<file path="src/rtl/l1b_getir_yanitlayici_if.sv">
// Fetch-side handshake bundle for l1b_getir_yanitlayici: stage 1 requests,
// stage 2 instruction words, instruction memory port and pipeline flush.
interface l1b_getir_yanitlayici_if #(
    parameter int unsigned ADRES_BIT = 32
);
    logic [ADRES_BIT-1:0] g1_istek_ps_i;
    logic                 g1_istek_gecerli_i;
    logic                 g1_istek_hazir_o;
    logic [31:0]          g2_buyruk_o;
    logic                 g2_buyruk_gecerli_o;
    logic                 g2_buyruk_hazir_i;
    logic [ADRES_BIT-1:0] bellek_istek_adres_o;
    logic                 bellek_istek_gecerli_o;
    logic                 bellek_istek_hazir_i;
    logic [31:0]          bellek_yanit_veri_i;
    logic                 bellek_yanit_gecerli_i;
    logic                 bosalt_i;

    modport slave (
        input  g1_istek_ps_i, g1_istek_gecerli_i, g2_buyruk_hazir_i,
        input  bellek_istek_hazir_i, bellek_yanit_veri_i, bellek_yanit_gecerli_i,
        input  bosalt_i,
        output g1_istek_hazir_o, g2_buyruk_o, g2_buyruk_gecerli_o,
        output bellek_istek_adres_o, bellek_istek_gecerli_o
    );

    modport master (
        output g1_istek_ps_i, g1_istek_gecerli_i, g2_buyruk_hazir_i,
        output bellek_istek_hazir_i, bellek_yanit_veri_i, bellek_yanit_gecerli_i,
        output bosalt_i,
        input  g1_istek_hazir_o, g2_buyruk_o, g2_buyruk_gecerli_o,
        input  bellek_istek_adres_o, bellek_istek_gecerli_o
    );
endinterface

</file>
<file path="src/rtl/l1b_getir_yanitlayici.sv">
// Instruction-side L1 responder: credit-limited memory reads, in-order response
// FIFO, flush drop counter. Optional last-word buffer under `L1B_SON_SATIR_EN.
module l1b_getir_yanitlayici #(
    parameter int unsigned KUYRUK_DERINLIK = 4,
    parameter int unsigned ADRES_BIT       = 32
) (
    input  logic                          clk_i,
    input  logic                          rst_i,
    l1b_getir_yanitlayici_if.slave        bag
);
    localparam int unsigned SAYAC_BIT = $clog2(KUYRUK_DERINLIK) + 1;
    localparam int unsigned PTR_BIT   = $clog2(KUYRUK_DERINLIK);
    localparam logic [SAYAC_BIT:0] DERINLIK_G = (SAYAC_BIT+1)'(KUYRUK_DERINLIK);

    logic [SAYAC_BIT-1:0] ucusta, doluluk, atilacak;
    logic [SAYAC_BIT:0]   toplam;
    logic [PTR_BIT-1:0]   yaz_ptr, oku_ptr;
    logic [31:0]          kuyruk [KUYRUK_DERINLIK];

    logic                 kredi, isabet, bellek_kabul, yanit_al, push, pop;
    logic [31:0]          push_veri;
    logic [ADRES_BIT-1:0] hizali_adres;

    assign toplam       = {1'b0, ucusta} + {1'b0, doluluk};
    assign kredi        = toplam < DERINLIK_G;
    assign hizali_adres = {bag.g1_istek_ps_i[ADRES_BIT-1:2], 2'b00};

    assign bag.bellek_istek_adres_o   = hizali_adres;
    assign bag.bellek_istek_gecerli_o = bag.g1_istek_gecerli_i && kredi && !bag.bosalt_i && !isabet;
    assign bag.g1_istek_hazir_o       = isabet || (bag.bellek_istek_hazir_i && kredi && !bag.bosalt_i);

    assign bellek_kabul = bag.bellek_istek_gecerli_o && bag.bellek_istek_hazir_i;
    assign yanit_al     = bag.bellek_yanit_gecerli_i && (ucusta != '0);
    assign pop          = bag.g2_buyruk_gecerli_o && bag.g2_buyruk_hazir_i;
    // A hit only happens with nothing in flight, so it never collides with a memory push.
    assign push         = !bag.bosalt_i && ((yanit_al && atilacak == '0) || isabet);

    assign bag.g2_buyruk_gecerli_o = doluluk != '0;
    assign bag.g2_buyruk_o         = bag.g2_buyruk_gecerli_o ? kuyruk[oku_ptr] : '0;

`ifdef L1B_SON_SATIR_EN
    logic                 son_gecerli;
    logic [ADRES_BIT-1:0] son_adres;
    logic [31:0]          son_veri;
    logic [ADRES_BIT-1:0] ucan_adres [KUYRUK_DERINLIK];
    logic [PTR_BIT-1:0]   a_yaz, a_oku;

    assign isabet    = bag.g1_istek_gecerli_i && !bag.bosalt_i && son_gecerli &&
                       (hizali_adres == son_adres) && (ucusta == '0) && kredi;
    assign push_veri = isabet ? son_veri : bag.bellek_yanit_veri_i;

    // Addresses of in-flight reads, so a returning word can be tagged for the buffer.
    always_ff @(posedge clk_i) begin
        if (rst_i) begin
            a_yaz <= '0;
            a_oku <= '0;
        end else begin
            if (bellek_kabul) a_yaz <= a_yaz + 1'b1;
            if (yanit_al)     a_oku <= a_oku + 1'b1;
        end
    end

    always_ff @(posedge clk_i) begin
        if (bellek_kabul) ucan_adres[a_yaz] <= hizali_adres;
    end

    always_ff @(posedge clk_i) begin
        if (rst_i || bag.bosalt_i) begin
            son_gecerli <= 1'b0;
            son_adres   <= '0;
            son_veri    <= '0;
        end else if (push && !isabet) begin
            son_gecerli <= 1'b1;
            son_adres   <= ucan_adres[a_oku];
            son_veri    <= bag.bellek_yanit_veri_i;
        end
    end
`else
    assign isabet    = 1'b0;
    assign push_veri = bag.bellek_yanit_veri_i;
`endif

    always_ff @(posedge clk_i) begin
        if (rst_i) begin
            ucusta   <= '0;
            doluluk  <= '0;
            atilacak <= '0;
            yaz_ptr  <= '0;
            oku_ptr  <= '0;
        end else begin
            case ({bellek_kabul, yanit_al})
                2'b10:   ucusta <= ucusta + 1'b1;
                2'b01:   ucusta <= ucusta - 1'b1;
                default: ucusta <= ucusta;
            endcase

            // Every read still owed after a flush is dropped; already-counted drops
            // are part of ucusta, so the new drop count is just what remains in flight.
            if (bag.bosalt_i)
                atilacak <= yanit_al ? ucusta - 1'b1 : ucusta;
            else if (yanit_al && atilacak != '0)
                atilacak <= atilacak - 1'b1;

            if (bag.bosalt_i) begin
                doluluk <= '0;
                yaz_ptr <= '0;
                oku_ptr <= '0;
            end else begin
                case ({push, pop})
                    2'b10:   doluluk <= doluluk + 1'b1;
                    2'b01:   doluluk <= doluluk - 1'b1;
                    default: doluluk <= doluluk;
                endcase
                if (push) yaz_ptr <= yaz_ptr + 1'b1;
                if (pop)  oku_ptr <= oku_ptr + 1'b1;
            end
        end
    end

    always_ff @(posedge clk_i) begin
        if (push) kuyruk[yaz_ptr] <= push_veri;
    end
endmodule
</file>
<file path="src/flat_wrapper.sv">
// flat-port wrapper written by rule: the top's interface ports become plain ports
module l1b_getir_yanitlayici_flat 
#(
    parameter int unsigned KUYRUK_DERINLIK = 4,
    parameter int unsigned ADRES_BIT       = 32
)
  (clk_i, rst_i, bag_g1_istek_ps_i, bag_g1_istek_gecerli_i, bag_g2_buyruk_hazir_i, bag_bellek_istek_hazir_i, bag_bellek_yanit_veri_i, bag_bellek_yanit_gecerli_i, bag_bosalt_i, bag_g1_istek_hazir_o, bag_g2_buyruk_o, bag_g2_buyruk_gecerli_o, bag_bellek_istek_adres_o, bag_bellek_istek_gecerli_o);
  l1b_getir_yanitlayici_if #(.ADRES_BIT(ADRES_BIT)) bag_i ();
  input  logic clk_i;
  input  logic rst_i;
  input wire logic [$bits(bag_i.g1_istek_ps_i)-1:0] bag_g1_istek_ps_i;
  input wire logic [$bits(bag_i.g1_istek_gecerli_i)-1:0] bag_g1_istek_gecerli_i;
  input wire logic [$bits(bag_i.g2_buyruk_hazir_i)-1:0] bag_g2_buyruk_hazir_i;
  input wire logic [$bits(bag_i.bellek_istek_hazir_i)-1:0] bag_bellek_istek_hazir_i;
  input wire logic [$bits(bag_i.bellek_yanit_veri_i)-1:0] bag_bellek_yanit_veri_i;
  input wire logic [$bits(bag_i.bellek_yanit_gecerli_i)-1:0] bag_bellek_yanit_gecerli_i;
  input wire logic [$bits(bag_i.bosalt_i)-1:0] bag_bosalt_i;
  output wire logic [$bits(bag_i.g1_istek_hazir_o)-1:0] bag_g1_istek_hazir_o;
  output wire logic [$bits(bag_i.g2_buyruk_o)-1:0] bag_g2_buyruk_o;
  output wire logic [$bits(bag_i.g2_buyruk_gecerli_o)-1:0] bag_g2_buyruk_gecerli_o;
  output wire logic [$bits(bag_i.bellek_istek_adres_o)-1:0] bag_bellek_istek_adres_o;
  output wire logic [$bits(bag_i.bellek_istek_gecerli_o)-1:0] bag_bellek_istek_gecerli_o;
  assign bag_i.g1_istek_ps_i = bag_g1_istek_ps_i;
  assign bag_i.g1_istek_gecerli_i = bag_g1_istek_gecerli_i;
  assign bag_i.g2_buyruk_hazir_i = bag_g2_buyruk_hazir_i;
  assign bag_i.bellek_istek_hazir_i = bag_bellek_istek_hazir_i;
  assign bag_i.bellek_yanit_veri_i = bag_bellek_yanit_veri_i;
  assign bag_i.bellek_yanit_gecerli_i = bag_bellek_yanit_gecerli_i;
  assign bag_i.bosalt_i = bag_bosalt_i;
  assign bag_g1_istek_hazir_o = bag_i.g1_istek_hazir_o;
  assign bag_g2_buyruk_o = bag_i.g2_buyruk_o;
  assign bag_g2_buyruk_gecerli_o = bag_i.g2_buyruk_gecerli_o;
  assign bag_bellek_istek_adres_o = bag_i.bellek_istek_adres_o;
  assign bag_bellek_istek_gecerli_o = bag_i.bellek_istek_gecerli_o;
  l1b_getir_yanitlayici #(.KUYRUK_DERINLIK(KUYRUK_DERINLIK), .ADRES_BIT(ADRES_BIT)) u_core (.clk_i(clk_i), .rst_i(rst_i), .bag(bag_i));
endmodule
</file>
<file path="config.mk">
export PLATFORM = sky130hd
export DESIGN_NAME = l1b_getir_yanitlayici_flat
export DESIGN_NICKNAME = d
export VERILOG_FILES = /design/src/rtl/l1b_getir_yanitlayici_if.sv /design/src/rtl/l1b_getir_yanitlayici.sv /design/src/flat_wrapper.sv
export SDC_FILE = /design/constraint.sdc
export NUM_CORES = 1
export LEC_CHECK = 0
export CAP_MARGIN = 40
export CORE_ASPECT_RATIO = 0.9
export CORE_UTILIZATION = 30
export DETAILED_ROUTE_END_ITERATION = 16
export HOLD_SLACK_MARGIN = 0.03
export PLACE_DENSITY = 0.59
export REMOVE_ABC_BUFFERS = 1
export SYNTH_ARGS = -nofsm -noshare
export SYNTH_HDL_FRONTEND = slang
export SYNTH_SLANG_ARGS = --single-unit
</file>
<file path="constraint.sdc">
create_clock -name clk_i -period 4.4 [get_ports clk_i]
set_input_delay 0.66 -clock clk_i [delete_from_list [all_inputs] [get_ports clk_i]]
set_output_delay 0.66 -clock clk_i [all_outputs]
set_load 0.03 [all_outputs]
</file>
-- After elaboration in Yosys (flattened, before gate mapping)
Memories as Yosys holds them, arrays and structs flattened. A register that Yosys moved wholly into a read port is not among the register bits.
Cells that the tools add are included.
- register bits after elaboration: 13
- bits in latches: 0
- bits in writable memories: 128
- bits in read-only memories: 0
- output and inout port bits: 67
- logic and storage cells: 48
- memories: 1
- memory list (memory ; words ; bits a word ; rd ports ; clocked after Yosys merged registers in ; write ports ; RTL line ; RTL):
    u_core.kuyruk ; 4 ; 32 ; 1 ; 1 ; 1 ; l1b_getir_yanitlayici.sv:18 ; logic [31:0] kuyruk [KUYRUK_DERINLIK];
- add/subtract/negate cells: 8
- multiply operators: 0
- div/mod/pow operators: 0
- magnitude comparators: 1
- equality and inequality tests: 4
- shift-type cells: 0
- muxes and demuxes: 10
- bitwise logic cells: 0
- reduce and logical (&&, ||, !) cells: 19
- operators by type and width (cell ; count):
    2-to-1 mux 32 bit ; 1
    one-hot mux 3 bit (2 select lines) ; 2
    logical AND 1 bit ; 10
    2-to-1 mux 3 bit ; 3
    nonzero test 3 bit ; 3
    subtractor 3 x 1 -> 3 bit (second input constant) ; 3
    adder 3 x 1 -> 3 bit (second input constant) ; 2
    nonzero test 2 bit ; 3
    adder 2 x 1 -> 2 bit (second input constant) ; 2
    adder 3 x 3 -> 4 bit ; 1
    == test 2 x 1 -> 1 bit (second input constant) ; 2
    == test 2 bit (second input constant) ; 2
    less-than comparator 4 x 3 -> 1 bit (second input constant) ; 1
    2-to-1 mux 2 bit ; 2
    logical NOT 3 bit ; 1
    2-to-1 mux 1 bit ; 2
    OR reduction 2 bit ; 1
    logical NOT 1 bit ; 1

-- Longest topological paths before layout
Gate-level depths: netlist of the first run.
- depth after elaboration: 7
- gate-level depth with buffers: 12

-- Worst setup path before layout of the first run
No wires, ideal clock.
- path kind: reg2reg
- start point: reg u_core.ucusta[0]
- end point: mem u_core.kuyruk[0][0], enable pin
- library setup time: 392 ps
- data arrival time: 2018 ps
- data required time: 4008 ps
- setup slack: 1989 ps
- stages on the path, launching flop included: 6
- path buffers: 0
- clock period less this slack: 2411 ps
- path through: dfxtp_1 -> inv_1 -> ha_1 -> ha_1 -> and4bb_1 -> and3_1
- word-level cells in the longest chain between the ends: 6
- RTL lines (what ; RTL line ; RTL):
    start: declaration ; l1b_getir_yanitlayici.sv:15 ; logic [SAYAC_BIT-1:0] ucusta, doluluk, atilacak;
    start signal: assignment ; l1b_getir_yanitlayici.sv:92 ; 2'b10: ucusta <= ucusta + 1'b1;
    start signal: assignment ; l1b_getir_yanitlayici.sv:93 ; 2'b01: ucusta <= ucusta - 1'b1;
    start signal: assignment ; l1b_getir_yanitlayici.sv:94 ; default: ucusta <= ucusta;
    nonzero test 3 bit ; l1b_getir_yanitlayici.sv:33 ; assign yanit_al = bag.bellek_yanit_gecerli_i && (ucusta != '0);
    logical AND 1 bit ; l1b_getir_yanitlayici.sv:33 ;
    logical AND 1 bit (2 in series) ; l1b_getir_yanitlayici.sv:36 ; assign push = !bag.bosalt_i && ((yanit_al && atilacak == '0) || isabet);
    2-to-1 mux 1 bit ; l1b_getir_yanitlayici.sv:121 ; if (push) kuyruk[yaz_ptr] <= push_veri;
    2-to-1 mux 1 bit (implied by the code) ; l1b_getir_yanitlayici.sv:121 ;
    end: declaration ; l1b_getir_yanitlayici.sv:18 ;
Every way passes these cells.

==> flow_results.org, run 1 <==
** STA
- Max-slew headroom :: 51.15%
- Setup slack closes at just under 1 ns.
- Final Hold Viols :: 0
- Maximum operating frequency :: 291.9 MHz
- The final-report max-slew violation count was 0.
- Aggregate negative setup slack :: 0 ns
- RSZ-0062 raised after global routing :: false
- Clock skew :: 0.004695 ns
- At the pin with the least slew margin, the transition time is 0.7303 ns.
- After layout, the worst path uses 77.87% of the clock period.
- The worst path in the final design needs a cycle of 3.426 ns, including I/O delays and setup.
- Setup violations remaining at the end of the flow were counted as 0.

** Worst setup path
- STA classifies the critical path startpoint as a flop.
- CP Data Required Time :: 3.74 ns
- The slowest stage of the critical path belongs to the cell sky130_fd_sc_hd__dfxtp_2.
- The cell family contributing the most delay on the critical path is buffers and inverters.
- CP bufs+invs :: 2
- Cells traversed along the worst timing path :: buf_4, mux4_2, nor2b_1, clkdlybuf4s50_1
- STA puts the critical path data arrival time at 2.77 ns.
- Maximum single-stage delay on the critical path :: 0.71 ns
- Kind of capture point of the worst setup path :: primary output
- Setup CP Type :: flop to primary output
- Of all nets on the critical path, the largest fanout is 15.

** Global routing
- Met3 capacity usage during global routing :: ~6.2%
- Largest net degree at the start of global routing :: 23
- The number of antenna violations at the first check in global routing came to 0.
- The global routing stage identified its most utilized layer as met2.
- First-pass GRT wire length :: 18550 um
- Remaining global-route overflow :: 0
- The number of global-route vias before repair is 3255.
- GRT Overall Usage :: 12.63%
- Met1 GRT Util :: 15.58%
- Met2 capacity usage during global routing :: 19.22%

** Logic synthesis
- Fraction of registers with async set/reset :: 0%
- After synthesis, the netlist uses 43 different library cells.
- For this run, the register share of the synthesized area comes to around 68%.
- By area the synthesized netlist is led by sky130_fd_sc_hd__edfxtp_1 (63%), sky130_fd_sc_hd__mux4_2 (12%), sky130_fd_sc_hd__dfxtp_1 (5.0%).
- Synthesized netlist cell count :: approximately 350
- Yosys warning total :: 0
- The biggest area contributor in the post-synthesis netlist is sky130_fd_sc_hd__edfxtp_1.
- The share of synthesized area in the top cell type comes to 63.44%.
- Among all flip-flop cells after synthesis, the most frequent one is sky130_fd_sc_hd__edfxtp_1.
- Avg Cell Area, Syn :: 17.56 um2
- Top-count cell post-synth :: sky130_fd_sc_hd__edfxtp_1
- Number of flip-flops and latches in the synthesized netlist :: 143
- The commonest cells after synthesis are sky130_fd_sc_hd__edfxtp_1 (128), sky130_fd_sc_hd__nor2b_1 (34), sky130_fd_sc_hd__buf_4 (32), sky130_fd_sc_hd__mux4_2 (32), sky130_fd_sc_hd__dfxtp_1 (15).
- Number of enable-type register cells in the synthesized netlist :: between 100 and 150
- Summing every instance area after synthesis gives 0.006058 mm2.

** Layout
- Final standard cell count with taps included and fillers excluded :: 666
- Post-Layout Inst Area :: 0.007501 mm2
- Share of post-route cells with drive strength above 1 :: 18.99%
- Layout overhead on the synthesized area :: 23.81%
- Diode count :: 0
- For this run, the post-layout net count is between 400 and 500.

** Detailed routing
- Avg WL per Cell :: 18.18 um
- Wires add up to roughly 12000 um.
- Once detail routing completed, the nets flagged for antenna violations numbered 0.
- The first detailed-routing pass took 4 iterations.
- For this run, design rule violations remaining after detail routing come to 0.
- Using the TritonRoute via totals, the vias-per-cell ratio works out to about 4.6.
- In this run, the number of DRC markers left after iteration 0 of detailed routing was 130.
- Via count :: 3033

** Clock tree
- Buffer cell driving the clock tree root :: sky130_fd_sc_hd__clkbuf_16
- CTS tree :: yes
- Number of buffers created by CTS :: 17
- Reg clk slew, reported paths :: 0.06 ns
- The clock tree synthesis step divided the H-tree into 4 levels.
- CTS hold repair buffers :: 0
- Clk sink count :: 143
- Once the clock tree was built, the resizer swapped 0 gates to a different size.
- Post-CTS setup-driven buffer insertion count :: 0
- Worst-Skew Late Latency :: 0.41 ns
- Clock Tree Buf Depth :: 2

** Hold path
- Worst min-delay path category :: flop to flop

** Placed design
- After detailed placement, the design holds a cell count of around 630.
- Gp weighted congestion :: 0.7354
- Placement-stage cell area :: 0.006927 mm2
- Detailed placement ended at an HPWL of slightly below 8000 um.
- Timing analysis after detailed placement gives a worst setup slack of between 1 and 1.5 ns.
- Count of buffers inserted at the top-level ports :: 73

** Floorplan
- The core region is 0.01946 mm2.
- Die Wd :: 151.8 um
- Standard-cell row count :: 48
- The floorplan step defined a die boundary enclosing 0.02077 mm2.
- In this run the vertical extent of the chip is 136.8 um.
- Number of top-level pins :: 138
- For this configuration, the core starts out at a cell density of 31.13%.

** Power and ir drop
- Leakage power total :: 2.389 nW
- PD cells :: 451.9 mW/mm2
- Worst VDD drop :: 0.2465 mV

** Run
- Across the run, the number of max-cap violations was 0.

** Status
- Status :: finished clean
-- sequential cells by signal, summed over array words and instances, names as in the netlist, named ones only --
register,cells
u_core.ucusta,3
u_core.doluluk,3
u_core.yaz_ptr,2
u_core.oku_ptr,2
u_core.atilacak,3
u_core.kuyruk,128
-- report_power, final --
group / internal [mW] / switching (mW)
combinational: 0.212 / 0.231
sequential: 1.55 / 0.0285
clock: 0.835 / 0.534
total: 2.60 / 0.794
-- stage by stage --
step	utilization, %	power, mW	hold WS [ns]
final	38.55	3.390	0.4944
after global routing	38.55	3.536	0.5387
after CTS	38.55	3.436	0.4947
after detailed placement	35.60	2.056	0.4866
after global placement	35.04	2.033	0.4614
after floorplan	-	1.888	0.4591
-- logic make-up (layout without fill, tap and decap cells) --
kind of cell	after synthesis	count (layout)	share of synthesized area (%)
buf+inv	58	128	6.258
compound gates	17	17	1.838
fa+ha+maj	14	14	3.015
other cells	1	2	0.06190
mux	36	36	12.60
flops	143	143	68.40
xor+xnor	6	6	0.8674
simple gates	70	70	6.960
-- final timing paths --
check	slack, ns	startpoint	cells after the start	to
max	0.97	flop	4	bag_g2_buyruk_o[31]
min	0.49	u_core.oku_ptr[1]	2	flop
max reg2reg	1.94	u_core.ucusta[0]	12	u_core.doluluk[2]
min reg2reg	0.49	u_core.oku_ptr[1]	2	flop
-- routing by layer --
layer,vias to the layer above,wire length (um)
li1,1394,-
met1,1539,5453
met2,92,5628
met3,8,929
met4,0,99
met5,-,0
-- cell type report --
class / instances / area [um2]
sequential: 143 / 4146
clock buffer: 19 / 432.9
multi-input combinational: 145 / 1550
clock inverter: 13 / 141.4
timing repair buffer: 81 / 860.8
fill: 1808 / 11960
inverter: 15 / 56.30
tap: 250 / 312.8
-- worst register-to-register path, delay by kind of cell (launching register included) --
| kind | cells | cell delay, ns |
|---|---|---|
| simple gates | 3 | 0.75 |
| flops | 1 | 0.44 |
| buf+inv | 3 | 0.21 |
| compound gates | 1 | 0.13 |
| fa+ha+maj | 4 | 0.78 |
| xor+xnor | 1 | 0.08 |
-- cells in the final DEF, fill, tap and decap left out, types with 2 or more instances in the layout --
cell type and instances:
sky130_fd_sc_hd__edfxtp_1 128, sky130_fd_sc_hd__clkdlybuf4s50_1 73, sky130_fd_sc_hd__nor2b_1 34, sky130_fd_sc_hd__mux4_2 32, sky130_fd_sc_hd__clkbuf_16 17, sky130_fd_sc_hd__inv_1 14
sky130_fd_sc_hd__ha_1 13, sky130_fd_sc_hd__dfxtp_1 13, sky130_fd_sc_hd__nor2_1 10, sky130_fd_sc_hd__o21ai_0 5, sky130_fd_sc_hd__a21oi_1 5, sky130_fd_sc_hd__xor2_1 5
sky130_fd_sc_hd__and3_2 4, sky130_fd_sc_hd__nand2_1 4, sky130_fd_sc_hd__clkinv_4 4, sky130_fd_sc_hd__clkinvlp_4 4, sky130_fd_sc_hd__buf_12 4, sky130_fd_sc_hd__clkinv_1 3
sky130_fd_sc_hd__buf_4 3, sky130_fd_sc_hd__nand3_1 2, sky130_fd_sc_hd__and3_1 2, sky130_fd_sc_hd__or2b_1 2, sky130_fd_sc_hd__mux2i_1 2, sky130_fd_sc_hd__or3_1 2
sky130_fd_sc_hd__dfxtp_2 2, sky130_fd_sc_hd__conb_1 2, sky130_fd_sc_hd__clkbuf_1 2, sky130_fd_sc_hd__bufinv_16 2
Power figures use the tool's default switching activity.
==> run 2, diff against run 1 <==
--- a/config.mk
+++ b/config.mk
@@ -10,7 +10,7 @@
 export CORE_UTILIZATION = 30
 export DETAILED_ROUTE_END_ITERATION = 16
 export HOLD_SLACK_MARGIN = 0.03
-export PLACE_DENSITY = 0.59
+export PLACE_DENSITY = 0.61
 export REMOVE_ABC_BUFFERS = 1
 export SYNTH_ARGS = -nofsm -noshare
 export SYNTH_HDL_FRONTEND = slang
==> constraint.sdc (replaced) <==
create_clock -name clk_i -period 2.92 [get_ports clk_i]
set_input_delay 0.438 -clock clk_i [delete_from_list [all_inputs] [get_ports clk_i]]
set_output_delay 0.438 -clock clk_i [all_outputs]
set_load 0.03 [all_outputs]
==> run 2 against run 1 <==
  * Sequential power rose by 50%
  * Critical path depth did not move
  * Cell count rose by 0.45%
  * Highest routed layer unchanged
  * Worst hold slack got worse by 0.015 ns
  * Clock power rose by 50%
==> flow_results.org, run 2 (synthesis gave the netlist of run 1 again) <==
** Clock tree
- TritonCTS created 17 clock buffers.
- The longest clock path from root to sink contains 2 buffers.
- Post-CTS setup-driven buffer insertion count :: 0
- The clock tree synthesis step divided the H-tree into 4 levels.
- Clk sink count :: between 100 and 150
- Buffer cell driving the clock tree root :: sky130_fd_sc_hd__clkbuf_16
- Reg clk slew, reported paths :: 0.05 ns
- TritonCTS built the clock tree.
- Worst-Skew Late Latency :: 0.42 ns

** Floorplan
- The floorplan step set the die height to 136.8 um.
- The die covers 0.02077 mm2.
- In this run the core area contains 48 standard-cell rows.
- During I/O placement, the number of pins put on the boundary was 138.
- The core region is slightly below 0.02 mm2.
- Once the floorplan was initialized, standard cells occupied 31.13% of the core.
- Die Wd :: 151.8 um

** STA
- RSZ-0062 raised after global routing :: false
- For this run, the top clock speed supported by timing is 361.1 MHz.
- Fin crit share :: a little over nine tenths
- The smallest clock period supported by the final layout is computed as 2.769 ns.
- Final Hold Viols :: 0
- Final number of max-transition violations :: 0
- For the final routed database, the setup TNS stands at 0 ns.
- Total of endpoints with negative setup slack in the final report :: 0
- Clock skew :: between 0.01 and 0.015 ns

** Layout
- FILL cells :: 1788
- The repair_antennas step left the layout with diodes totalling 0.
- Leaving out fill and tap cells, the most frequent cell in the layout is sky130_fd_sc_hd__edfxtp_1.
- The net count of the finished layout is between 400 and 500.
- Layout overhead on the synthesized area :: 23.79%
- Register with the highest flop count :: u_core.kuyruk
- In the layout the commonest cells are sky130_fd_sc_hd__edfxtp_1 (128), sky130_fd_sc_hd__clkdlybuf4s50_1 (47), sky130_fd_sc_hd__nor2b_1 (34).
- Flip-flop count of the largest register after layout :: 128
- Cells with a size suffix above 1 make up 19.81% of the layout.

** Power and ir drop
- PD cells :: 680.4 mW/mm2
- Total Power Consumption :: a little over 5 mW
- Worst VDD drop :: roughly 0.38 mV
- Leakage power total :: between 2 and 3 nW

** Placed design
- Routability-driven placement finished with a final weighted congestion of 0.6949.
- After legalization and detailed placement, the total HPWL measured 7816 um.
- In this run the tool buffered the top-level ports with 73 buffer cells.

** Worst setup path
- Data arrives at the worst endpoint at 2.33 ns.
- For the worst setup path, the data required time is between 2 and 2.5 ns.
- Kind of capture point of the worst setup path :: primary output
- The number of cells on the worst reg-to-reg path is 12.
- The worst register-to-register path has a setup slack of between 0.4 and 0.5 ns.
- In this run the worst path has a maximum fanout of 20.
- STA classifies the critical path startpoint as a flop.
- Setup CP Type :: flop to primary output

** Global routing
- Number of antenna violations at the first check in global routing :: 1
- The first global-routing pass estimated 18160 um of wire.
- Via count of the first global-routing pass :: approximately 3300
- For this run the aggregate overflow at the end of global routing stands at 0.
- Entering global routing, the biggest net connects 36 pins.
- GRT Overall Usage :: ~13%

** Status
- Status :: finished clean

** Hold path
- Counting instances, the worst hold path has a depth of 2.
- Worst min-delay path category :: flop to flop

** Detailed routing
- Average via count per standard cell :: 4.581
- After detailed routing, the average wire length per cell comes to 18.03 um.
- The routed design has between 10000 and 15000 um of wire.
- Detailed-route DRC error count :: 0
- The detailed router placed 3065 vias in this run.
- After the first detailed-routing iteration, the DRC count stood at 114.
- Drt pass-1 iters :: 4
- Final antenna-violating net count :: 0

** Run
- Max-capacitance violation count :: 0
run 2: cell types whose count changed in the layout (fill, tap and decap cells not counted), moves of 2 or more:
cell / previous run / this run
sky130_fd_sc_hd__buf_4: 3 / 5
sky130_fd_sc_hd__clkdlybuf4s50_1: 73 / 47
sky130_fd_sc_hd__dlygate4sd2_1: 0 / 25
sky130_fd_sc_hd__clkinv_2: 0 / 2
sky130_fd_sc_hd__clkinv_4: 4 / 2
sky130_fd_sc_hd__buf_12: 4 / 6
run 2: stage by stage:
step,instance area (um2),setup WS [ns],utilization [%],cells,hold slack [ns]
6_report,7500,0.1510,38.54,669,0.4793
5_1_grt,7500,0.03373,38.54,669,0.5123
4_1_cts,7495,0.01157,38.52,669,0.4865
3_5_place_dp,6954,0.3600,35.74,637,0.4785
3_3_place_gp,6954,0.3839,35.74,637,0.4656
2_1_floorplan,5739,0.1366,-,303,0.4591
run 2: path summary, 6_finish.rpt:
check	start	endpoint
max reg2reg	u_core.ucusta[0]	u_core.doluluk[2]
min	u_core.oku_ptr[1]	flop
max	flop	bag_g2_buyruk_o[18]
min reg2reg	u_core.oku_ptr[1]	flop
run 2: routing by layer:
layer	routed length, um	up-vias	global-route usage [%]
met2	5651	102	19.02
met5	0	-	0
met3	1053	11	7.233
met4	114	0	3.905
li1	-	1399	-
met1	5239	1553	14.82
run 2: layout make-up:
class | count | area, um2 | area share (%)
Multi-Input combinational cell | 145 | 1550 | 20.67
Clock inverter | 14 | 142.6 | 1.902
Sequential cell | 143 | 4149 | 55.32
Clock buffer | 18 | 429.2 | 5.722
Inverter | 15 | 56.30 | 0.7508
Tap cell | 250 | 312.8 | 4.171
Timing Repair Buffer | 84 | 859.6 | 11.46
run 2: critical path, stage by stage, from the launching register on:
cell                              delay [ns]
sky130_fd_sc_hd__dfxtp_4                0.43
sky130_fd_sc_hd__buf_12                 0.23
sky130_fd_sc_hd__mux4_2                 0.50
sky130_fd_sc_hd__nor2b_1                0.13
sky130_fd_sc_hd__clkdlybuf4s50_1        0.60
run 2: timing repair:
| item | in CTS | in global routing |
|---|---|---|
| hold endpoints to repair | 0 | 0 |
| hold buffers | 0 | 0 |
| setup endpoints to repair | 25 | 2 |
| resized for setup | 25 | 2 |
run 2: report_power, final:
group          total, mW  switching, mW  internal [mW]
logic              0.668          0.356          0.312
registers           2.37         0.0413           2.33
clock network       2.06          0.807           1.25
total               5.10           1.20           3.90
